[config.mk]
export PLATFORM = sky130hd
export DESIGN_NAME = aes_decrypt_iterative
export DESIGN_NICKNAME = d
export VERILOG_FILES = /design/src/rtl/aes_decrypt_iterative.sv
export SDC_FILE = /design/constraint.sdc
export NUM_CORES = 2
export LEC_CHECK = 0
export CAP_MARGIN = 0
export CORE_AREA = 2 2 645 647
export CTS_CLUSTER_SIZE = 30
export DETAILED_ROUTE_END_ITERATION = 8
export DIE_AREA = 0 0 647 649
export PLACE_DENSITY_LB_ADDON = 0.3
export SLEW_MARGIN = 20
export SYNTH_ARGS = -nofsm -noshare
export SYNTH_HDL_FRONTEND = slang
export SYNTH_SLANG_ARGS = --single-unit
[constraint.sdc]
create_clock -name clk -period 16 [get_ports clk]
set_input_delay 4 -clock clk [delete_from_list [all_inputs] [get_ports clk]]
set_output_delay 4 -clock clk [all_outputs]
set_load 0.005 [all_outputs]
[src/rtl/aes_decrypt_iterative.sv]
// AES-128 inverse cipher, one round per clock, valid/ready handshake on both sides.
// Optional macro AES_DEC_KEY_LATCH_EN: capture rk[0..9] at accept so key_schedule may change afterwards.
module aes_decrypt_iterative #(
    parameter int NR      = 10,
    parameter int KS_BITS = (NR + 1) * 128
) (
    input  logic               clk,
    input  logic               rst,
    input  logic               in_valid,
    output logic               in_ready,
    input  logic [0:127]       in_state,
    input  logic [0:KS_BITS-1] key_schedule,
    output logic               out_valid,
    input  logic               out_ready,
    output logic [0:127]       o_state,
    output logic               busy
);
    localparam logic [0:2047] INV_SBOX = {
        128'h52096ad53036a538bf40a39e81f3d7fb, 128'h7ce339829b2fff87348e4344c4dee9cb,
        128'h547b9432a6c2233dee4c950b42fac34e, 128'h082ea16628d924b2765ba2496d8bd125,
        128'h72f8f66486689816d4a45ccc5d65b692, 128'h6c704850fdedb9da5e154657a78d9d84,
        128'h90d8ab008cbcd30af7e45805b8b34506, 128'hd02c1e8fca3f0f02c1afbd0301138a6b,
        128'h3a9111414f67dcea97f2cfcef0b4e673, 128'h96ac7422e7ad3585e2f937e81c75df6e,
        128'h47f11a711d29c5896fb7620eaa18be1b, 128'hfc563e4bc6d279209adbc0fe78cd5af4,
        128'h1fdda8338807c731b11210592780ec5f, 128'h60517fa919b54a0d2de57a9f93c99cef,
        128'ha0e03b4dae2af5b0c8ebbb3c83539961, 128'h172b047eba77d626e169146355210c7d
    };

    typedef enum logic [1:0] {IDLE, ROUND, DONE} fsm_t;

    function automatic logic [7:0] inv_sbox(input logic [7:0] b);
        return INV_SBOX[{b, 3'b000} +: 8];
    endfunction

    function automatic logic [7:0] xt(input logic [7:0] a);
        return {a[6:0], 1'b0} ^ (a[7] ? 8'h1b : 8'h00);
    endfunction

    function automatic logic [7:0] mul_9(input logic [7:0] a);
        return xt(xt(xt(a))) ^ a;
    endfunction

    function automatic logic [7:0] mul_b(input logic [7:0] a);
        return xt(xt(xt(a))) ^ xt(a) ^ a;
    endfunction

    function automatic logic [7:0] mul_d(input logic [7:0] a);
        return xt(xt(xt(a))) ^ xt(xt(a)) ^ a;
    endfunction

    function automatic logic [7:0] mul_e(input logic [7:0] a);
        return xt(xt(xt(a))) ^ xt(xt(a)) ^ xt(a);
    endfunction

    fsm_t         fsm_q, fsm_d;
    logic [3:0]   rnd_q, rnd_d;
    logic [0:127] state_q, state_d;
    logic [0:127] o_state_q, o_state_d;
    logic         in_ready_q, in_ready_d;
    logic         out_valid_q, out_valid_d;
    logic         busy_q, busy_d;
    logic [0:127] rk_cur;
    logic [0:127] t_vec;
    logic [0:127] mc_vec;
    logic [7:0]   t_b [16];
    logic         accept;

    assign accept = (fsm_q == IDLE) && in_ready_q && in_valid;

`ifdef AES_DEC_KEY_LATCH_EN
    logic [0:NR*128-1] rk_q, rk_d;

    assign rk_d   = accept ? key_schedule[0:NR*128-1] : rk_q;
    assign rk_cur = rk_q[{rnd_q, 7'b0} +: 128];

    always_ff @(posedge clk) begin
        rk_q <= rk_d;
    end
`else
    assign rk_cur = key_schedule[{rnd_q, 7'b0} +: 128];
`endif

    // Byte gi sits at row gi%4, column gi/4; InvShiftRows pulls from column (c - r) mod 4.
    generate
        for (genvar gi = 0; gi < 16; gi++) begin : g_byte
            localparam int R   = gi % 4;
            localparam int C   = gi / 4;
            localparam int SRC = 4 * ((C - R + 4) % 4) + R;
            assign t_b[gi]            = inv_sbox(state_q[8*SRC +: 8]) ^ rk_cur[8*gi +: 8];
            assign t_vec[8*gi +: 8]   = t_b[gi];
            assign mc_vec[8*gi +: 8]  = mul_e(t_b[4*C + R]) ^ mul_b(t_b[4*C + (R + 1) % 4])
                                      ^ mul_d(t_b[4*C + (R + 2) % 4]) ^ mul_9(t_b[4*C + (R + 3) % 4]);
        end
    endgenerate

    always_comb begin
        fsm_d     = fsm_q;
        rnd_d     = rnd_q;
        state_d   = state_q;
        o_state_d = o_state_q;
        case (fsm_q)
            IDLE: begin
                if (accept) begin
                    state_d = in_state ^ key_schedule[NR*128 +: 128];
                    rnd_d   = 4'(NR - 1);
                    fsm_d   = ROUND;
                end
            end
            ROUND: begin
                if (rnd_q != 4'd0) begin
                    state_d = mc_vec;
                    rnd_d   = rnd_q - 4'd1;
                end else begin
                    state_d   = t_vec;
                    o_state_d = t_vec;
                    fsm_d     = DONE;
                end
            end
            DONE: begin
                if (out_ready) begin
                    fsm_d = IDLE;
                end
            end
            default: fsm_d = IDLE;
        endcase
        in_ready_d  = (fsm_d == IDLE);
        out_valid_d = (fsm_d == DONE);
        busy_d      = (fsm_d != IDLE);
    end

    always_ff @(posedge clk) begin
        if (rst) begin
            fsm_q       <= IDLE;
            rnd_q       <= 4'd0;
            state_q     <= '0;
            o_state_q   <= '0;
            in_ready_q  <= 1'b0;
            out_valid_q <= 1'b0;
            busy_q      <= 1'b0;
        end else begin
            fsm_q       <= fsm_d;
            rnd_q       <= rnd_d;
            state_q     <= state_d;
            o_state_q   <= o_state_d;
            in_ready_q  <= in_ready_d;
            out_valid_q <= out_valid_d;
            busy_q      <= busy_d;
        end
    end

    assign in_ready  = in_ready_q;
    assign out_valid = out_valid_q;
    assign o_state   = o_state_q;
    assign busy      = busy_q;
endmodule
==> summary.txt <==
Clock root cell -> clkbuf_16
Metal2 WL -> 333000 um
Min Clock Period, post-route -> 9.40 ns
Leak -> 37.6 nW
Ys flop type -> dfxtp_1
Crit path capture type -> register
Die area -> 420000 um2
Final period utilization -> 58.8%
Fmax -> 106 MHz
Arrival time at the worst endpoint -> 9.97 ns
Clock sinks -> 265
Syn nets -> 14100
DP HPWL -> 676000 um
Overall power -> 30.0 mW
Post-CTS Hold Fix Bufs -> 0
Total length of routed wires -> 843000 um
Crit path from -> key_schedule[993]
Setup Buffers After CTS -> 0
H-tree levels -> 2
Placed insts -> 18400
Peak supply drop -> 0.000399 V
Crit path launch type -> primary input
Max_cap viols -> 0
CTS Buf Count -> 40
Worst-margin pin slew -> 1.32 ns
Worst hold path type -> reg -> reg
Gr ovfl total -> 0
Die Span X -> 647 um
Post-Syn Area -> 89900 um2
Met3 WL -> 108000 um
DR top layer -> met5
HP Start -> o_state[24]
Fillers -> 45400
Distinct cell type count after synthesis -> 109
Final-report setup violation count -> 0
Die height -> 649 um
Area growth syn-to-layout -> 25.6%
WS Path Type -> in -> reg
Wire length of the first global-routing pass -> 1080000 um
CTS-repair resized insts -> 0
Ys async rst share -> 0%
Cell row count -> 236
Initial antenna violation count -> 387
WP data required -> 16.56 ns
Final ANT Viol Nets -> 0
Placeable Area -> 413000 um2
Run status -> completed
Clk Latency, worst-skew pair -> 0.74 ns
DRC -> 0
CTS clk-pin slew, worst paths -> 0.06 ns
Avg WL per Cell -> 44.7 um
Vias in the first global route -> 107000
Port-buffer cells -> 1670
WL met1 -> 318000 um
Starting Density -> 21.8%
Unrepaired setup endpoints after global routing -> false
Setup TNS -> 0 ns
Rel. slew slack -> 9.41%
I/O pins -> 1671
Gr usage total -> 38.0%
RD Place Congestion -> 1.11
Vias -> 119000
Clock skew -> 0.0830 ns
Largest net degree at the start of global routing -> 133
Syn_area_per_cell -> 7.33 um2
PD cells -> 265 nW/um2
Final core utilization -> 27.4%
RR Startpoint -> rnd_q[0]
#FFs+latches synth -> 265
Nets -> 14800
Deepest clock path buffer count -> 3
Synth Instances -> 12300
Layout cells sized above 1 -> 9.69%
Max-slew violations -> 0
Max FO, Critical Path -> 7
Post-synthesis sequential area ratio -> 5.90%
Vias/cell -> 6.30
Number of synthesized flops with an enable pin -> 0
YS warnings -> 0
DRT iter0 DRCs -> 21700
Fin. Hold Viols -> 0
Router iterations before antenna repair -> 8
CTS tree -> yes
Finished Layout Cells -> 18800
[logic make-up after synthesis]
| group | Yosys count | synth area share, % |
|---|---|---|
| DFF | 265 | 5.90 |
| buffers and inverters | 1611 | 8.07 |
| xor gates and xnor gates | 1005 | 12.9 |
| and+or+nand+nor | 4020 | 22.4 |
| muxes | 762 | 13.4 |
| adders and majority gates | 278 | 3.87 |
| AOI/OAI and AO/OA | 4315 | 33.4 |
[layout by cell type, fill, tap and decap left out, types with 150 or more instances in the layout]
master,count
clkdlybuf4s50_1,1668
a21oi_1,979
nor2_1,927
nand2_1,898
o21ai_0,670
xnor2_1,460
nand2b_1,446
buf_4,398
diode_2,371
nor3_1,355
mux2i_1,350
mux4_2,349
nor2b_1,325
xor2_1,321
ha_1,278
nand3_1,267
a211oi_1,265
a311oi_1,228
a31oi_1,216
o211ai_1,208
dfxtp_1,203
o22ai_1,188
inv_1,167
o311ai_0,150
[synthesized netlist by cell type (62+ instances only)]
| master | n | share of area (%) |
|---|---|---|
| a2111oi_0 | 86 | 0.84 |
| a211o_1 | 105 | 1.0 |
| a211oi_1 | 267 | 2.2 |
| a21o_1 | 73 | 0.61 |
| a21oi_1 | 980 | 5.5 |
| a221oi_1 | 118 | 1.1 |
| a311oi_1 | 228 | 2.2 |
| a31oi_1 | 217 | 1.5 |
| and2_1 | 138 | 0.96 |
| and3_1 | 78 | 0.54 |
| buf_1 | 119 | 0.50 |
| buf_2 | 465 | 2.6 |
| clkbuf_1 | 714 | 3.0 |
| dfxtp_1 | 265 | 5.9 |
| ha_1 | 278 | 3.9 |
| inv_1 | 171 | 0.71 |
| mux2i_1 | 357 | 4.0 |
| mux4_2 | 349 | 8.7 |
| nand2_1 | 901 | 3.8 |
| nand2b_1 | 448 | 3.1 |
| nand3_1 | 268 | 1.5 |
| nor2_1 | 931 | 3.9 |
| nor2b_1 | 328 | 2.3 |
| nor3_1 | 355 | 2.0 |
| nor3b_1 | 76 | 0.63 |
| nor4_1 | 62 | 0.43 |
| o211ai_1 | 208 | 1.7 |
| o21ai_0 | 686 | 3.8 |
| o221ai_1 | 88 | 0.86 |
| o22ai_1 | 197 | 1.4 |
| o311ai_0 | 153 | 1.5 |
| o31ai_1 | 104 | 0.87 |
| or2_2 | 130 | 0.90 |
| or3_1 | 96 | 0.67 |
| xnor2_1 | 461 | 4.5 |
| xnor3_1 | 146 | 3.7 |
| xor2_1 | 326 | 3.2 |
[cell type report]
| class | count | area, um2 | share of cell area, % |
|---|---|---|---|
| multi-input combinational | 10400 | 77600 | 68.7 |
| timing repair buffer | 2079 | 19900 | 17.6 |
| tap | 5474 | 6850 | 6.06 |
| sequential | 265 | 5470 | 4.84 |
| clock buffer | 51 | 1130 | 1.00 |
| antenna | 371 | 928 | 0.822 |
| inverter | 202 | 758 | 0.671 |
| clock inverter | 23 | 244 | 0.216 |
[routing by layer]
metal	GRT usage, %	up-vias
li1	-	48500
met1	46.5	58600
met2	52.4	9682
met3	14.9	1865
met4	30.6	180
met5	0	-
[metrics by stage]
stage	hold slack [ns]	cell area, um2	setup WS [ns]
after floorplan	0.453	89900	8.76
after global routing	0.475	112000	6.79
after CTS	0.455	112000	6.98
after detailed placement	0.447	111000	6.26
final	0.455	113000	6.60
after global placement	0.444	111000	6.16
[power by group]
group	leakage, nW	internal (mW)	switching [mW]	total (mW)
logic	34.8	12.5	15.4	27.9
clock network	0.683	0.544	0.496	1.04
registers	2.20	0.767	0.300	1.07
total	37.6	13.8	16.2	30.0
[critical path: stages]
cell,delay (ns)
clkdlybuf4s50_1,0.90
mux4_2,0.74
mux2i_1,0.97
o22ai_2,0.59
o31a_1,0.26
a211oi_2,0.62
xnor3_1,0.63
xnor2_1,0.41
xnor3_1,0.49
a211oi_1,0.25
nor3_1,0.06
[worst paths after layout]
check | endpoint | slack (ns) | cells past startpoint
setup / recovery | state_q[98] | 6.60 | 11
hold / removal | o_state[24] | 0.45 | 2
setup reg to reg | state_q[69] | 8.43 | 13
hold reg to reg | o_state[24] | 0.45 | 2
[flip-flops by register name (all words and copies together), names as in the netlist]
register,cells
busy,1
in_ready,1
out_valid,1
rnd_q,4
o_state,128
fsm_q,2
state_q,128
No activity file was read; power rests on OpenSTA's default activity.
